--- config.mk ---
export PLATFORM = sky130hd
export DESIGN_NAME = dkong_wav_mixer
export DESIGN_NICKNAME = d
export VERILOG_FILES = /design/src/rtl/dkong_wav_mixer.sv
export SDC_FILE = /design/constraint.sdc
export NUM_CORES = 1
export LEC_CHECK = 0
export ABC_AREA = 1
export BUFFER_PORTS_ARGS = -buffer_cell sky130_fd_sc_hd__buf_2
export CORE_ASPECT_RATIO = 0.7
export CORE_MARGIN = 5
export CORE_UTILIZATION = 45
export DETAILED_ROUTE_END_ITERATION = 10
export PLACE_DENSITY = 0.68
export SKIP_CTS_REPAIR_TIMING = 1
export SLEW_MARGIN = 20
export SYNTH_ARGS = -nofsm -noshare
export SYNTH_HDL_FRONTEND = slang
export SYNTH_SLANG_ARGS = --single-unit
--- constraint.sdc ---
create_clock -name I_CLK -period 3.5 [get_ports I_CLK]
set_input_delay 0.7 -clock I_CLK [delete_from_list [all_inputs] [get_ports I_CLK]]
set_output_delay 0.7 -clock I_CLK [all_outputs]
set_load 0.02 [all_outputs]
--- src/rtl/dkong_wav_mixer.sv ---
// dkong_wav_mixer
// Wave-sample / music-DAC mixer for the Donkey Kong audio back-end.
// Once per sample period the ROM byte and the music DAC byte are captured,
// converted from offset binary to signed, weighted, summed, passed through a
// one-pole low-pass filter and saturated to a signed 16-bit output word.
// The sample counter must run in phase with the wave address generator's
// divider, so both are released from the same reset event.

module dkong_wav_mixer #(
    parameter int         SAMPLE_CNT = 2228,  // clocks per sample period
    parameter int         CAP_PT     = 1114,  // counter value at which inputs are captured
    parameter logic [3:0] WAV_W      = 4'd3,  // wave sample weight
    parameter logic [3:0] DAC_W      = 4'd5,  // music DAC weight
    parameter int         FILT_SHIFT = 2      // low-pass coefficient, 0 = pass-through
) (
    input  logic               I_CLK,
    input  logic               I_RST,
    input  logic [7:0]         I_ROM_DB,
    input  logic [7:0]         I_DAC,
    input  logic               I_MUTE,
    output logic signed [15:0] O_SOUND,
    output logic               O_SAMPLE_STB
);

    localparam logic [11:0] CNT_LAST = 12'(SAMPLE_CNT - 1);
    localparam logic [11:0] CNT_CAP  = 12'(CAP_PT);

    // Weights as non-negative signed operands so the multiply stays signed.
    localparam logic signed [12:0] WAV_W_S = 13'($signed({1'b0, WAV_W}));
    localparam logic signed [12:0] DAC_W_S = 13'($signed({1'b0, DAC_W}));

    // Saturation limits expressed at the filter state width.
    localparam logic signed [17:0] SAT_HI = 18'sd32767;
    localparam logic signed [17:0] SAT_LO = -18'sd32768;

    logic [11:0]        cnt;
    logic signed [7:0]  wav_s;
    logic signed [7:0]  dac_s;
    logic               cap_v;
    logic signed [12:0] sum;
    logic               sum_v;
    logic signed [17:0] y;
    logic               y_v;

    logic signed [12:0] wav_p;
    logic signed [12:0] dac_p;
    logic signed [16:0] x;
    logic signed [18:0] d;
    logic signed [17:0] d_sh;
    logic signed [17:0] y_next;
    logic signed [15:0] sat_val;

    // Sample counter: free-running 0..SAMPLE_CNT-1, phase-locked to the generator.
    // NOTE: sequential state uses non-blocking assignments so every register
    // samples the pre-edge value of its neighbours, independent of block order.
    always_ff @(posedge I_CLK or posedge I_RST) begin
        if (I_RST) begin
            cnt <= '0;
        end else if (cnt == CNT_LAST) begin
            cnt <= '0;
        end else begin
            cnt <= cnt + 12'd1;
        end
    end

    // Capture: sample both bytes mid-period, offset binary to two's complement.
    // NOTE: the datapath registers are reset too, so an in-flight sample is
    // dropped and the output reads silence immediately on reset.
    always_ff @(posedge I_CLK or posedge I_RST) begin
        if (I_RST) begin
            wav_s <= '0;
            dac_s <= '0;
            cap_v <= 1'b0;
        end else begin
            cap_v <= (cnt == CNT_CAP);
            if (cnt == CNT_CAP) begin
                wav_s <= $signed(I_ROM_DB ^ 8'h80);
                dac_s <= $signed(I_DAC ^ 8'h80);
            end
        end
    end

    // Weighted products; |sum| <= 3840, so 13 bits never overflow.
    assign wav_p = 13'(wav_s) * WAV_W_S;
    assign dac_p = 13'(dac_s) * DAC_W_S;

    // Stage 1: weighted sum, with mute forcing the filter input to silence.
    always_ff @(posedge I_CLK or posedge I_RST) begin
        if (I_RST) begin
            sum   <= '0;
            sum_v <= 1'b0;
        end else begin
            sum_v <= cap_v;
            if (cap_v) begin
                sum <= I_MUTE ? 13'sd0 : (wav_p + dac_p);
            end
        end
    end

    // Filter step: y += (x - y) >>> FILT_SHIFT, arithmetic shift floors toward -inf.
    assign x      = {sum, 4'b0000};
    assign d      = 19'(x) - 19'(y);
    assign d_sh   = 18'(d >>> FILT_SHIFT);
    assign y_next = y + d_sh;

    // Stage 2: one-pole low-pass state update.
    always_ff @(posedge I_CLK or posedge I_RST) begin
        if (I_RST) begin
            y   <= '0;
            y_v <= 1'b0;
        end else begin
            y_v <= sum_v;
            if (sum_v) begin
                y <= y_next;
            end
        end
    end

    // Clamp the 18-bit filter state into the signed 16-bit output range.
    // NOTE: every always_comb output gets a default first so no path can
    // leave it unassigned and infer a latch.
    always_comb begin
        sat_val = y[15:0];
        if (y > SAT_HI) begin
            sat_val = 16'sh7FFF;
        end else if (y < SAT_LO) begin
            sat_val = 16'sh8000;
        end
    end

    // Stage 3: register the saturated word and pulse the strobe for one cycle.
    always_ff @(posedge I_CLK or posedge I_RST) begin
        if (I_RST) begin
            O_SOUND      <= '0;
            O_SAMPLE_STB <= 1'b0;
        end else begin
            O_SAMPLE_STB <= y_v;
            if (y_v) begin
                O_SOUND <= sat_val;
            end
        end
    end

endmodule
After elaboration in Yosys (flattened, before gate mapping)
Cells that the tools add are included.
- $add $sub $neg: 4
- $mul: 2
- div/mod/pow operators: 0
- order comparisons: 2
- equal/unequal tests: 2
- shifts and indexed selects: 0
- multiplexer cells: 4
- bitwise operators: 2
- reductions and logical operators: 0
- operator list (kind ; number):
    $mux 16 ; 2
    $sub 17x18->19 ; 1
    $add 18x17->18 ; 1
    $gt 18x16->1 const B ; 1
    $lt 18x16->1 const B ; 1
    $add 11x12->13 ; 1
    $mux 13 ; 1
    $add 12x1->12 const B ; 1
    $eq 12x11->1 const B ; 1
    $eq 12x12->1 const B ; 1
    $mul 8x4->12 const B ; 1
    $mux 12 ; 1
    $mul 8x3->11 const B ; 1
    $not 1->1 ; 2
- register bits after elaboration: 79
- bits in latches: 0
- memory bits (writable): 0
- memory bits (read-only): 0
- bits of input ports: 19
- output and inout port bits: 17
- word-level logic and storage cells: 26
- memories kept: 0

Longest topological paths before layout
Gate-level depths: netlist of the first run.
- word-level depth: 3
- depth in mapped cells: 24
- depth with buffers taken out: 24

Worst setup path before layout of the first run
OpenSTA, ideal clock, no wires.
- kind: register -> register
- start point: register wav_s[7]
- end point: register sum[11]
- setup time: 123 ps
- arrival time: 3269 ps
- data required time: 3377 ps
- setup slack: 108 ps
- cell stages (with the launch flop): 16
- buffers on the path: 0
- period minus slack after synthesis: 3392 ps
- cell sequence: dfrtp_1 inv_1 ha_1 ha_1 fa_1 inv_1 fa_1 inv_1 ha_1 nand2_1 nor2_1 nand3_1 o2111ai_1 a21oi_1 o21ai_0 nand2_1
- word-level cells in the longest chain between the ends: 3
- RTL lines (item ; RTL line ; text):
    start: declaration ; 37 ; logic signed [7:0] wav_s;
    start signal: assignment ; 77 ; wav_s <= $signed(I_ROM_DB ^ 8'h80);
    $mul 8x3->11 ; 84 ; assign wav_p = 13'(wav_s) * WAV_W_S;
    $add 11x12->13 ; 95 ; sum <= I_MUTE ? 13'sd0 : (wav_p + dac_p);
    $mux 13 ; 95 ;
    end signal: assignment ; 95 ;
    end: declaration ; 40 ; logic signed [12:0] sum;
Every way passes these cells.
A chain may end at the register's enable or synchronous reset.

Final worst setup path of the first run
- start point: register dac_s[7]
- end point: register sum[12]
- word-level cells in the longest chain between the ends: 3
- RTL lines (item ; RTL line ; text):
    start: declaration ; 38 ; logic signed [7:0] dac_s;
    start signal: assignment ; 78 ; dac_s <= $signed(I_DAC ^ 8'h80);
    $mul 8x4->12 ; 85 ; assign dac_p = 13'(dac_s) * DAC_W_S;
    $add 11x12->13 ; 95 ;
    $mux 13 ; 95 ;
Every way passes these cells.

==> results of run 1 <==
[kinds of logic after synthesis]
family / Yosys count / synth area share (%)
buffers and inverters: 131 / 8.370
flip-flops: 79 / 32.98
AO/OA/AOI/OAI: 130 / 12.11
AND/OR/NAND/NOR: 315 / 23.44
adder cells (fa/ha/maj): 80 / 18.58
XOR/XNOR: 31 / 4.529
[power breakdown]
part / total [mW] / internal, mW / switching (mW)
Sequential: 0.913 / 0.913 / 0
Clock: 0.976 / 0.576 / 0.400
Combinational: 0.0288 / 0.00851 / 0.0203
[routing by layer]
layer  wire (µm)  part of all wire [%]  global-route usage (%)  vias up
li1            -                     -                       -     2574
met3         471                   3.8                   3.536        9
met2        5137                    41                   24.47       73
met1        6744                    54                   24.64     2194
met5           0                     0                       0        -
met4         106                  0.85                   3.889        0
[critical path: stages (launching register included)]
cell and delay, ns:
dfrtp_1 0.42, ha_1 0.29, ha_1 0.31, fa_1 0.53
inv_1 0.05, fa_1 0.50, inv_1 0.06, ha_4 0.30
nand4_1 0.17, o21ai_4 0.20, nand4_1 0.16, nand3_1 0.12
nand2_1 0.06, o21ai_2 0.14
[registers in the layout, indices dropped and copies added, names as in the netlist]
name	flops
y	18
O_SOUND	16
sum	13
cnt	12
dac_s	8
wav_s	8
O_SAMPLE_STB	1
cap_v	1
sum_v	1
y_v	1
[cells in the final DEF, fill, tap and decap left out, types with 9 or more instances in the layout]
cell type / n
nor2_1: 29
o21ai_0: 52
buf_2: 35
nand3_1: 27
clkbuf_16: 9
fa_1: 15
dfrtp_1: 79
inv_1: 115
nand2_2: 15
xor2_1: 20
buf_4: 13
xnor2_1: 11
nand2_1: 204
ha_1: 58
a21oi_1: 36
[cell type report]
class | count | area [µm²] | area share (%)
Clock buffer | 10 | 239.0 | 3.461
Clock inverter | 6 | 68.82 | 0.9967
Inverter | 122 | 459.2 | 6.651
Multi-Input combinational cell | 556 | 3680 | 53.30
Sequential cell | 79 | 1977 | 28.63
Tap cell | 166 | 207.7 | 3.008
Timing Repair Buffer | 48 | 272.8 | 3.951
[how the worst max path moves through the flow]
stage,from,endpoint,slack (ns),depth (start not counted)
after floorplan,wav_s[7],sum[11],0.11,15
after global placement,dac_s[4],sum[9],0.11,14
after detailed placement,dac_s[4],sum[9],0.04,14
after CTS,dac_s[4],sum[9],-0.01,14
after global routing,wav_s[5],sum[9],-0.03,14
final,dac_s[7],sum[12],0.13,13
==> reports/metrics.yaml, run 1 <==
start_util_pct: 45.78
synthesis.area_um2: 5994
timing.setup.tns_ns: 0
clk_pin_slew_ns: 0.06
portBuffers: 35
rows: 35
gr-total-overflow: 0
yosysTopAreaCell: "dfrtp_1"
synth-seq-cells: 79
via_per_inst: 4.914
whs_ns: 0.3297
drtIter0Drc: 302
leakagePower_nw: 3.581
die_h_um: 106.6
fillers: 1256
clock_latency_ns: 0.35
design_power_total_mw: 1.918
cp-end-kind: "register"
critical_path_required_ns: 3.77
yosysSeqAreaShare_pct: 32.98
syn_to_final_growth_pct: 15.17
yosys.cell_types.count: 44
gp_congestion: 0.8501
cts.sinks: 79
hold_viol_final: 0
cts_buffer_depth: 2
finalCritPeriodShare_pct: 96.30
yosysMostFrequentCell: "nand2_1"
synth.avg_cell_area_um2: 7.826
reg2reg_setup_slack_ns: 0.13
grt_pass1_vias: 4772
fin_ws_ns: 0.1295
coreArea_um2: 13090
cap_viol_max_count: 0
max-slew-margin-rel_pct: 42.73
crit_type: "register to register"
cts_tree: "done"
synth_edf_count: 0
fmax_mhz: 296.7
r2r_cells: 13
drc: 0
finalNonFillerCells: 987
drt_pass1_iterations: 4
clock_skew_ns: 0.009383
place_inst: 966
drv_slew: 0
hp-class: "primary input to async pin"
grt_max_degree: 31
layout-drive-gt1-share_pct: 15.23
rsz0062_at_grt: "yes"
min_period_ns: 3.371
r2r_start: "dac_s[7]"
final_antenna_net_count: 0
start_kind: "register"
wl_mm: 12.46
grt_pass1_wl_mm: 21.60
ys.warnings.count: 0
final_util_pct: 52.73
synth_cells: 766
finalInstanceArea_um2: 6904
dp_hpwl_mm: 9.507
final_nets: 915
synth_top_area_share_pct: 32.98
worstPathMaxFanout: 5
ios: 36
insertedDiodeCount: 0
synthTopCellsByArea: "dfrtp_1 (33%), ha_1 (14%), nand2_1 (13%)"
async_flop_share_pct: 100.0
dieWidth_um: 148.0
worstMarginPinSlew_ns: 0.8591
h-tree-depth: 3
ir_drop_mv: 0.2171
synth_ff_type: "dfrtp_1"
synth_nets: 865
r2r_end: "sum[12]"
power_per_cell_area_nw_per_um2: 277.8
setup_viol: 0
cts_buffers: 9
cp.arrival_ns: 3.64
placed_cell_area_um2: 6395
synthTopCellsByCount: "nand2_1 (205), inv_1 (118), dfrtp_1 (79)"
antenna_found_initial: 0
pre_cts_ws_ns: 0.03796
clockRootBuffer: "clkbuf_16"
track_usage_pct: 16.52
post_drt_wl_per_cell_um: 12.62
status: "completed"
dr_total_vias: 4850
dieArea_um2: 15770
No activity file was read; power rests on OpenSTA's default activity.
==> run 2: changes to the inputs <==
--- a/config.mk
+++ b/config.mk
@@ -7,11 +7,14 @@
 export LEC_CHECK = 0
 export ABC_AREA = 1
 export BUFFER_PORTS_ARGS = -buffer_cell sky130_fd_sc_hd__buf_2
+export CAP_MARGIN = 20
 export CORE_ASPECT_RATIO = 0.7
 export CORE_MARGIN = 5
 export CORE_UTILIZATION = 45
+export CTS_BUF_LIST = sky130_fd_sc_hd__clkbuf_16
 export DETAILED_ROUTE_END_ITERATION = 10
 export PLACE_DENSITY = 0.68
+export SETUP_SLACK_MARGIN = 0.15
 export SKIP_CTS_REPAIR_TIMING = 1
 export SLEW_MARGIN = 20
 export SYNTH_ARGS = -nofsm -noshare
==> reports/metrics.yaml, run 2 (synthesis gave the netlist of run 1 again) <==
status: "completed"  # unchanged
final_common_cell: "nand2_1"  # unchanged
grt_max_degree: 80  # was 31
crit_slowest_cell: "fa_1"  # unchanged
gp_congestion: 0.8441  # was 0.8501
worstMarginPinSlew_ns: 0.8680  # was 0.8591 ns
post_drt_wl_per_cell_um: 12.68  # was 12.62 µm
cts_tree: "done"  # unchanged
h-tree-depth: 3  # unchanged
dr_total_vias: 4823  # was 4850
rows: 35  # unchanged
min_period_ns: 3.352  # was 3.371 ns
critical_path_required_ns: 3.77  # about the same
clockRootBuffer: "clkbuf_16"  # unchanged
portBuffers: 35  # unchanged
insertedDiodeCount: 0  # unchanged
finalNonFillerCells: 992  # was 987
regMostFlops: "y"  # unchanged
drt_pass1_iterations: 5  # was 4
ir_drop_mv: 0.2233  # was 0.2171 mV
use_met1_pct: 23.46  # was 24.64%
gr-total-overflow: 0  # unchanged
clock_skew_ns: 0.01079  # was 0.009383 ns
power_per_cell_area_nw_per_um2: 267.8  # was 277.8 nW/µm²
timing.setup.tns_ns: 0  # unchanged
largest_register_ffs: 18  # unchanged
drv_slew: 0  # unchanged
setup_viol: 0  # unchanged
worstPathMaxFanout: 4  # was 5
grt_use_met2_pct: 24.66  # was 24.47%
grt_pass1_vias: 4590  # was 4772
final_nets: 920  # was 915
finalCritPeriodShare_pct: 95.76  # was 96.30%
wl_mm: 12.58  # was 12.46 mm
via_per_inst: 4.862  # was 4.914
dp_hpwl_mm: 9.155  # was 9.507 mm
hold-path-cell-count: 0
grt_use_met3_pct: 3.792  # was 3.536%
layout-drive-gt1-share_pct: 19.01  # was 15.23%
final_cell_mix: "nand2_1 (203), inv_1 (112), dfrtp_1 (76), o21ai_0 (51), ha_1 (44)"  # was nand2_1 (204), inv_1 (115), dfrtp_1 (79), ha_1 (58), o21ai_0 (52)
drc: 0  # unchanged
grt_pass1_wl_mm: 21.08  # was 21.60 mm
drtIter0Drc: 197  # was 302
syn_to_final_growth_pct: 18.93  # was 15.17%
ios: 36  # unchanged
final_antenna_net_count: 0  # unchanged
track_usage_pct: 16.12  # was 16.52%
cts_buffer_depth: 2  # unchanged
cp_common_cell: "inv_2"
leakagePower_nw: 3.597  # was 3.581 nW
coreArea_um2: 13090  # unchanged
crit_family: "adder cells"  # unchanged
cap_viol_max_count: 0  # unchanged
max-slew-margin-rel_pct: 42.13  # was 42.73%
cts.sinks: 79  # unchanged
clock_latency_ns: 0.35  # about the same
die_h_um: 106.6  # unchanged
crit_type: "register to register"  # unchanged
dieArea_um2: 15770  # unchanged
fmax_mhz: 298.4  # was 296.7 MHz
rsz0062_at_grt: "yes"  # unchanged
clk_pin_slew_ns: 0.07  # was 0.06 ns
cts_buffers: 9  # unchanged
cp.arrival_ns: 3.62  # was 3.64 ns
place_inst: 965  # was 966
grt.busiest_layer: "met2"  # was met1
cp-end-kind: "register"  # unchanged
antenna_found_initial: 0  # unchanged
r2r_end: "sum[12]"  # unchanged
start_util_pct: 45.78  # unchanged
start_kind: "register"  # unchanged
r2r_start: "dac_s[3]"  # was dac_s[7]
hp-class: "register to register"  # was primary input to async pin
hold_viol_final: 0  # unchanged
r2r_cells: 15  # was 13
reg_top3: "y (18), O_SOUND (16), sum (13)"  # unchanged
hold_start: "cap_v"
worstHoldEndpoint: "sum_v"
cpPeakStageDelay_ns: 0.51  # was 0.53 ns
reg2reg_setup_slack_ns: 0.15  # was 0.13 ns
dieWidth_um: 148.0  # unchanged
path_cells: "ha_1 > ha_1 > inv_2 > fa_1 > inv_2 > fa_1 > ha_4 > nand3_2 > nand3_2 > inv_2 > o21ai_4 > nand4_1 > nand3_1 > nand2_1 > o21ai_1"  # was ha_1 > ha_1 > fa_1 > inv_1 > fa_1 > inv_1 > ha_4 > nand4_1 > o21ai_4 > nand4_1 > nand3_1 > nand2_1 > o21ai_2
whs_ns: 0.3786  # was 0.3297 ns
cp.buffers_inverters: 3  # was 2
design_power_total_mw: 1.909  # was 1.918 mW
final_util_pct: 54.45  # was 52.73%
run 2: layout make-up:
class | count | area [µm²]
fill | 1205 | 5964
timing repair buffer | 53 | 322.8
clock inverter | 7 | 78.83
sequential | 79 | 1981
inverter | 122 | 459.2
clock buffer | 9 | 225.2
tap | 166 | 207.7
multi-input combinational | 556 | 3855
run 2: power breakdown:
part           leakage, nW  total [mW]  switching, mW  internal (mW)
sequential           0.946       0.913              0          0.913
clock                0.139       0.967          0.408          0.559
combinational         2.51      0.0298         0.0204        0.00942
total                 3.60        1.91          0.428           1.48
run 2: worst max path at each step:
stage / to / from / cells past startpoint
2_1_floorplan: sum[11] / wav_s[7] / 15
3_3_place_gp: sum[9] / dac_s[4] / 14
3_5_place_dp: sum[9] / dac_s[4] / 14
4_1_cts: sum[9] / dac_s[4] / 14
5_1_grt: sum[7] / wav_s[3] / 13
6_report: sum[12] / dac_s[3] / 15
run 2: layer usage:
layer / vias to the layer above / share of wire, %
met5: - / 0
met2: 78 / 42
met4: 0 / 0.69
li1: 2584 / -
met1: 2151 / 53
met3: 10 / 3.9
run 2: per-stage QoR:
stage,worst slack (ns),instance area (µm²)
after floorplan,0.1629,5995
after global placement,0.1083,6400
after detailed placement,-0.0005409,6400
after CTS,-0.03214,6704
after global routing,-0.04865,7129
final,0.1484,7129
run 2: worst register-to-register path: stages (launching register included):
cell and delay, ns:
dfrtp_1 0.41, ha_1 0.31, ha_1 0.30, inv_2 0.04, fa_1 0.49, inv_2 0.04
fa_1 0.51, ha_4 0.31, nand3_2 0.07, nand3_2 0.09, inv_2 0.06, o21ai_4 0.17
nand4_1 0.16, nand3_1 0.11, nand2_1 0.06, o21ai_1 0.14
